[config.mk]
export PLATFORM = sky130hd
export DESIGN_NAME = alu_multicycle_unit
export DESIGN_NICKNAME = d
export VERILOG_FILES = /design/src/rtl/alu_pkg.sv /design/src/rtl/alu_serial_divider.sv /design/src/rtl/alu_multicycle_unit.sv
export SDC_FILE = /design/constraint.sdc
export NUM_CORES = 2
export LEC_CHECK = 0
export CORE_MARGIN = 1.5
export CORE_UTILIZATION = 40
export DETAILED_ROUTE_END_ITERATION = 8
export PLACE_DENSITY = 0.7
export SETUP_SLACK_MARGIN = 0.05
export SLEW_MARGIN = 10
export SYNTH_ARGS = -nofsm -noshare
export SYNTH_HDL_FRONTEND = slang
export SYNTH_SLANG_ARGS = --single-unit
[constraint.sdc]
create_clock -name clock -period 1.45 [get_ports clock]
set_input_delay 0.29 -clock clock [delete_from_list [all_inputs] [get_ports clock]]
set_output_delay 0.29 -clock clock [all_outputs]
set_load 0.03 [all_outputs]
[src/rtl/alu_pkg.sv]
// Shared op map, op-class codes, FSM state and flag bundle for the execute-stage ALU.
package alu_pkg;

  localparam logic [1:0] CLASS_FUNCT = 2'd1;
  localparam logic [1:0] CLASS_OPC   = 2'd2;

  localparam logic [5:0] FUNCT_ADD  = 6'd0;
  localparam logic [5:0] FUNCT_ADDI = 6'd1;
  localparam logic [5:0] FUNCT_SUB  = 6'd2;
  localparam logic [5:0] FUNCT_SUBI = 6'd3;
  localparam logic [5:0] FUNCT_AND  = 6'd4;
  localparam logic [5:0] FUNCT_ANDI = 6'd5;
  localparam logic [5:0] FUNCT_OR   = 6'd6;
  localparam logic [5:0] FUNCT_ORI  = 6'd7;
  localparam logic [5:0] FUNCT_XOR  = 6'd8;
  localparam logic [5:0] FUNCT_NOR  = 6'd9;
  localparam logic [5:0] FUNCT_NOT  = 6'd10;
  localparam logic [5:0] FUNCT_SLT  = 6'd11;
  localparam logic [5:0] FUNCT_SLE  = 6'd12;
  localparam logic [5:0] FUNCT_SGT  = 6'd13;
  localparam logic [5:0] FUNCT_SGE  = 6'd14;
  localparam logic [5:0] FUNCT_EQ   = 6'd15;
  localparam logic [5:0] FUNCT_NEQ  = 6'd16;
  localparam logic [5:0] FUNCT_MUL  = 6'd17;
  localparam logic [5:0] FUNCT_DIV  = 6'd18;

  localparam logic [5:0] OPC_SRL = 6'd4;
  localparam logic [5:0] OPC_SLL = 6'd5;
  localparam logic [5:0] OPC_BEQ = 6'd6;
  localparam logic [5:0] OPC_BNQ = 6'd7;

  typedef enum logic [1:0] {
    IDLE = 2'd0,
    DIV  = 2'd1,
    HOLD = 2'd2
  } state_t;

  typedef struct packed {
    logic branch_taken;
    logic div_by_zero;
    logic illegal_op;
  } flags_t;

endpackage

[src/rtl/alu_serial_divider.sv]
// Restoring shift-subtract divider, one quotient bit per cycle.
// Latency: WIDTH cycles after start; done flags the final iteration, quotient valid with it.
// Backpressure: none; start is only honoured by the caller when idle.
module alu_serial_divider #(
  parameter int WIDTH = 32
) (
  input  logic             clock,
  input  logic             reset_n,
  input  logic             start,
  input  logic [WIDTH-1:0] dividend,
  input  logic [WIDTH-1:0] divisor,
  output logic             busy,
  output logic             done,
  output logic [WIDTH-1:0] quotient
);

  localparam int CW = $clog2(WIDTH);

  logic             busy_q, busy_d;
  logic [CW-1:0]    cnt_q, cnt_d;
  logic [WIDTH-1:0] rem_q, rem_d;
  logic [WIDTH-1:0] quo_q, quo_d;
  logic [WIDTH-1:0] dvsr_q, dvsr_d;
  logic [WIDTH:0]   rem_sh;
  logic [WIDTH:0]   diff;
  logic             q_bit;

  // Remainder stays below the divisor, so bit WIDTH of diff is a clean borrow.
  always_comb begin
    rem_sh = {rem_q, quo_q[WIDTH-1]};
    diff   = rem_sh - {1'b0, dvsr_q};
    q_bit  = ~diff[WIDTH];
    busy_d = busy_q;
    cnt_d  = cnt_q;
    rem_d  = rem_q;
    quo_d  = quo_q;
    dvsr_d = dvsr_q;
    if (start) begin
      busy_d = 1'b1;
      cnt_d  = '0;
      rem_d  = '0;
      quo_d  = dividend;
      dvsr_d = divisor;
    end else if (busy_q) begin
      rem_d = q_bit ? diff[WIDTH-1:0] : rem_sh[WIDTH-1:0];
      quo_d = {quo_q[WIDTH-2:0], q_bit};
      cnt_d = cnt_q + CW'(1);
      if (cnt_q == CW'(WIDTH - 1)) begin
        busy_d = 1'b0;
      end
    end
  end

  always_ff @(posedge clock or negedge reset_n) begin
    if (!reset_n) begin
      busy_q <= 1'b0;
      cnt_q  <= '0;
      rem_q  <= '0;
      quo_q  <= '0;
      dvsr_q <= '0;
    end else begin
      busy_q <= busy_d;
      cnt_q  <= cnt_d;
      rem_q  <= rem_d;
      quo_q  <= quo_d;
      dvsr_q <= dvsr_d;
    end
  end

  assign busy     = busy_q;
  assign done     = busy_q & (cnt_q == CW'(WIDTH - 1));
  assign quotient = {quo_q[WIDTH-2:0], q_bit};

endmodule

[src/rtl/alu_multicycle_unit.sv]
// Execute-stage ALU with valid/ready on both sides; iterative divide only when ALU_DIVIDER_EN is defined.
// Latency: 1 cycle for single-cycle ops, WIDTH cycles for divide.
// Backpressure: result held while out_valid & !out_ready; in_ready drops in DIV and in a stalled HOLD.
module alu_multicycle_unit
  import alu_pkg::*;
#(
  parameter int WIDTH = 32,
  parameter int SHW   = $clog2(WIDTH)
) (
  input  logic             clock,
  input  logic             reset_n,
  input  logic             in_valid,
  output logic             in_ready,
  input  logic [1:0]       op_class,
  input  logic [5:0]       opcode,
  input  logic [5:0]       funct,
  input  logic [WIDTH-1:0] rs_value,
  input  logic [WIDTH-1:0] rt_value,
  input  logic [WIDTH-1:0] immediate,
  input  logic [SHW-1:0]   shamt,
  output logic             out_valid,
  input  logic             out_ready,
  output logic [WIDTH-1:0] rd_value,
  output logic             branch_taken,
  output logic             zero,
  output logic             div_by_zero,
  output logic             illegal_op
);

  state_t           state_q, state_d;
  logic [WIDTH-1:0] rd_q, rd_d;
  logic             zero_q, zero_d;
  flags_t           flags_q, flags_d;

  logic [WIDTH-1:0] sc_res;
  flags_t           sc_flags;
  logic             accept;
  logic             div_req;
  logic             div_busy;
  logic             div_done;
  logic [WIDTH-1:0] div_quotient;

  assign in_ready = reset_n & ~div_busy &
                    ((state_q == IDLE) | ((state_q == HOLD) & out_ready));
  assign accept   = in_valid & in_ready;

`ifdef ALU_DIVIDER_EN
  logic div_start;

  assign div_req   = (op_class == CLASS_FUNCT) && (funct == FUNCT_DIV) && (rt_value != '0);
  assign div_start = accept & div_req;

  alu_serial_divider #(
    .WIDTH(WIDTH)
  ) u_div (
    .clock   (clock),
    .reset_n (reset_n),
    .start   (div_start),
    .dividend(rs_value),
    .divisor (rt_value),
    .busy    (div_busy),
    .done    (div_done),
    .quotient(div_quotient)
  );
`else
  assign div_req      = 1'b0;
  assign div_busy     = 1'b0;
  assign div_done     = 1'b0;
  assign div_quotient = '0;
`endif

  always_comb begin
    sc_res   = '0;
    sc_flags = '0;
    case (op_class)
      CLASS_FUNCT: begin
        case (funct)
          FUNCT_ADD:  sc_res = rs_value + rt_value;
          FUNCT_ADDI: sc_res = rs_value + immediate;
          FUNCT_SUB:  sc_res = rs_value - rt_value;
          FUNCT_SUBI: sc_res = rs_value - immediate;
          FUNCT_AND:  sc_res = rs_value & rt_value;
          FUNCT_ANDI: sc_res = rs_value & immediate;
          FUNCT_OR:   sc_res = rs_value | rt_value;
          FUNCT_ORI:  sc_res = rs_value | immediate;
          FUNCT_XOR:  sc_res = rs_value ^ rt_value;
          FUNCT_NOR:  sc_res = ~(rs_value | rt_value);
          FUNCT_NOT:  sc_res = ~rs_value;
          FUNCT_SLT:  sc_res = WIDTH'(rs_value <  rt_value);
          FUNCT_SLE:  sc_res = WIDTH'(rs_value <= rt_value);
          FUNCT_SGT:  sc_res = WIDTH'(rs_value >  rt_value);
          FUNCT_SGE:  sc_res = WIDTH'(rs_value >= rt_value);
          FUNCT_EQ:   sc_res = WIDTH'(rs_value == rt_value);
          FUNCT_NEQ:  sc_res = WIDTH'(rs_value != rt_value);
          FUNCT_MUL:  sc_res = rs_value * rt_value;
          FUNCT_DIV: begin
`ifdef ALU_DIVIDER_EN
            // Non-zero divisors go to the serial divider; only the zero case resolves here.
            if (rt_value == '0) begin
              sc_res               = '1;
              sc_flags.div_by_zero = 1'b1;
            end
`else
            sc_flags.illegal_op = 1'b1;
`endif
          end
          default:    sc_flags.illegal_op = 1'b1;
        endcase
      end
      CLASS_OPC: begin
        case (opcode)
          OPC_SRL: sc_res = rs_value >> shamt;
          OPC_SLL: sc_res = rs_value << shamt;
          OPC_BEQ: sc_flags.branch_taken = (rs_value == rt_value);
          OPC_BNQ: sc_flags.branch_taken = (rs_value != rt_value);
          default: sc_flags.illegal_op = 1'b1;
        endcase
      end
      default: sc_flags.illegal_op = 1'b1;
    endcase
  end

  always_comb begin
    state_d = state_q;
    rd_d    = rd_q;
    zero_d  = zero_q;
    flags_d = flags_q;
    case (state_q)
      IDLE, HOLD: begin
        if (accept) begin
          if (div_req) begin
            state_d = DIV;
            rd_d    = '0;
            zero_d  = 1'b0;
            flags_d = '0;
          end else begin
            state_d = HOLD;
            rd_d    = sc_res;
            zero_d  = (sc_res == '0);
            flags_d = sc_flags;
          end
        end else if ((state_q == HOLD) && out_ready) begin
          state_d = IDLE;
        end
      end
      DIV: begin
        if (div_done) begin
          state_d = HOLD;
          rd_d    = div_quotient;
          zero_d  = (div_quotient == '0);
          flags_d = '0;
        end
      end
      default: state_d = IDLE;
    endcase
  end

  always_ff @(posedge clock or negedge reset_n) begin
    if (!reset_n) begin
      state_q <= IDLE;
      rd_q    <= '0;
      zero_q  <= 1'b0;
      flags_q <= '0;
    end else begin
      state_q <= state_d;
      rd_q    <= rd_d;
      zero_q  <= zero_d;
      flags_q <= flags_d;
    end
  end

  assign out_valid    = (state_q == HOLD);
  assign rd_value     = rd_q;
  assign zero         = zero_q;
  assign branch_taken = flags_q.branch_taken;
  assign div_by_zero  = flags_q.div_by_zero;
  assign illegal_op   = flags_q.illegal_op;

endmodule

==> out/metrics.cfg <==
[outcome]
status = finished with violations
violations = negative setup slack

[clocking]
cts.clk_slew.worst_paths_ns = 0.06
htreeDepth = 2
clk_path_buf_depth = 2
clock_latency_ns = 0.28
cts.sinks = 36
root_buffer = clkbuf_16
cts_buffers = 5
holdBufCountCts = 0
cts_tree = yes

[yosys]
syn_inst = 3653
yosys_most_used_dff = dfrtp_1
netlist_top_cells_area = fa_1 (29%), ha_1 (11%), nor2_1 (6.7%)
yosysWarnings = 0
synth_top_cell_by_area = fa_1
synthesis.nets = 4420
ys_seq_elements = 36
synth_cell_type_count = 107
synth_edf_count = 0
netlist_area_sq_um = 28300
async_reset_ff_share_pct = 100
syn_area_per_cell_sq_um = 7.74
seq_area_frac_synth_pct = 3.18
synth_top_area_share_pct = 29.0

[final_layout]
syn2layout_area_growth_pct = 58.2
design_area_sq_um = 44800
nets = 5638
multi_input_area_sq_um = 27700
fin_cells = 5819
drive_gt1_share_pct = 40.9
regArea_sq_um = 902
fillCellCount = 5727

[pwr]
vdd_drop_max_v = 0.00714
power.density_nw_per_um2 = 2980
power_leakage_nw = 21.0

[setup_path]
slowest_stage = fa_1
crit_type = input port to register
cp_max_fo = 4
r2r-end = zero$_DFFE_PN0P_
reg2reg_depth = 7
r2r-start = state_q[1]$_DFFE_PN0P_
worstSetupEndpointType = register
slowest_delay_ns = 0.63
worst-r2r-setup-slack_ns = -0.30
cp.arrival_ns = 7.64
startpoint = rs_value[11]
required_ns = 1.65
startpoint_type = input port

[detailed_routing]
ant_nets = 0
initialDrtViolationCount = 3939
dr.pass1.iters = 6
drcViolationCount = 0
via_per_inst = 5.94
post_drt_wl_per_cell_um = 27.7
vias = 34554
wirelength_mm = 161

[timing]
finalCritPeriodShare_pct = 513
worst_slack_ns = -5.99
setup_violations = 35
hold_slack_ns = 0.152
rsz0062_at_grt = true
skew_ns = 0.00416
slew_headroom_pct = 46.1
worstMarginPinSlew_ns = 0.809
maxSlewViolCount = 0
setup_tns_ns = -156.31
fin_crit_ns = 7.44
fmax_mhz = 134
finalHoldViolCount = 0

[die]
ios = 157
fp.dieH_um = 269
die_w_um = 269
start_util_pct = 40.4
rows = 97
dieArea_sq_um = 72300
fp.coreArea_sq_um = 70000

[global_routing]
grt_pass1_vias = 34668
grtUsageMet1_pct = 54.2
use_met3_pct = 10.8
grt-busiest-layer = met2
grt_util_met2_pct = 64.2
grt_overflow = 0
antenna_found_initial = 8
grt_pass1_wl_mm = 223
gr-usage-all-layers_pct = 42.5
grt_max_degree = 37

[place]
dp_cells = 5627
hpwlAfterDp_mm = 124
io_buffers = 155
routabilityCongestion = 1.08
post-place-ws_ns = -6.75
placed_cell_area_sq_um = 39700

[hold_path]
min-delay-path-class = input port to asynchronous set/reset pin

[flow_run]
max_cap_violations = 0

## critical path, delay by kind of cell
family                   cells  cell delay, ns
XOR/XNOR                     1            0.14
AO/OA/AOI/OAI                8            1.60
AND/OR/NAND/NOR              4            0.61
adder cells (fa/ha/maj)      9            3.93
buffers and inverters        8            1.04
## Yosys cell counts (27+ instances only)
master      n
a221oi_1   31
mux2i_1    97
o22ai_1    29
dfrtp_1    36
nor3_1     57
nand3_1    39
a31oi_1    29
clkbuf_1  176
nand2_1   411
inv_1     464
nor4_1     27
fa_1      410
xor2_1     39
a21oi_1   149
o21ai_0   161
nor2_1    506
ha_1      238
a211oi_1   43
mux2_2     29
o221ai_1   28
xnor2_1   131
## power by group
| group | switching [W] | internal, W |
|---|---|---|
| sequential | 0.0000266 | 0.00103 |
| clock | 0.000463 | 0.000686 |
| combinational | 0.0670 | 0.0644 |
| total | 0.0675 | 0.0661 |
## state kept, by name, indices dropped and copies added (netlist names)
signal and flops:
illegal_op 1, zero 1, branch_taken 1, state_q 1, rd_value 32
## cells by family after synthesis
family / count (synthesis) / share of synthesized area [%]
DFF: 36 / 3.18
adders and majority gates: 648 / 39.5
and+or+nand+nor: 1207 / 18.8
buffers and inverters: 725 / 9.89
other: 1 / 0.0133
muxes: 154 / 6.46
xor gates and xnor gates: 170 / 5.26
AOI/OAI and AO/OA: 712 / 16.8
## worst max-delay path by stage
stage	slack, ns	cells after the start	end
6_report	-5.99	30	zero$_DFFE_PN0P_
5_1_grt	-6.10	32	zero$_DFFE_PN0P_
4_1_cts	-5.91	30	zero$_DFFE_PN0P_
3_5_place_dp	-6.75	26	zero$_DFFE_PN0P_
3_3_place_gp	-6.70	30	zero$_DFFE_PN0P_
2_1_floorplan	-5.65	26	zero$_DFFE_PN0P_
## area by class of cell
cell class              count  area share (%)
multi-input cells        2892            61.9
repair buffers           1444            28.2
inverters                 489            4.87
well taps                 940            2.63
flip-flops and latches     36            2.02
clock buffers               7           0.319
repair inverters            3          0.0727
diodes                      7          0.0391
clock inverters             1          0.0168
## per-layer routing
layer / vias to the layer above / part of all wire (%)
met3: 747 / 13
met2: 2382 / 42
met5: - / 0.049
li1: 14631 / -
met1: 16792 / 37
met4: 2 / 8.6
## layout by cell type, fill, tap and decap left out, types with 22 or more instances in the layout
cell type | synthesis | routed
nor2_4 | 0 | 43
o21ai_1 | 15 | 26
nor2_1 | 506 | 401
nor4_1 | 27 | 22
inv_1 | 464 | 378
nor2_2 | 1 | 63
buf_6 | 2 | 120
inv_2 | 7 | 67
xor2_1 | 39 | 33
o21ai_0 | 161 | 126
buf_4 | 8 | 1087
buf_8 | 0 | 32
nor3_1 | 57 | 48
mux2_2 | 29 | 29
clkdlybuf4s50_1 | 0 | 35
nand2_1 | 411 | 384
dfrtp_1 | 36 | 35
buf_12 | 0 | 75
a22o_1 | 22 | 22
a21oi_1 | 149 | 130
nand3_1 | 39 | 32
o22ai_1 | 29 | 25
ha_1 | 238 | 166
a221oi_1 | 31 | 22
mux2i_1 | 97 | 97
ha_4 | 0 | 67
fa_2 | 0 | 56
a211oi_1 | 43 | 30
dlygate4sd2_1 | 0 | 42
xnor2_1 | 131 | 122
fa_1 | 410 | 354
## timing repair
| item | 4_1_cts | 5_1_grt |
|---|---|---|
| resized for setup | 759 | 423 |
| hold endpoints to repair | 0 | 0 |
| pin swaps | 193 | 187 |
| gates cloned | 3 | 2 |
| setup buffers | 124 | 73 |
| setup endpoints to repair | 69 | 40 |
## metrics by stage
stage / util (%) / total power (W)
final: 63.9 / 0.134
after global routing: 63.9 / 0.138
after CTS: 61.5 / 0.118
after detailed placement: 56.7 / 0.0939
after global placement: 56.7 / 0.0924
after floorplan: - / 0.0603
No activity file was read; power rests on OpenSTA's default activity.
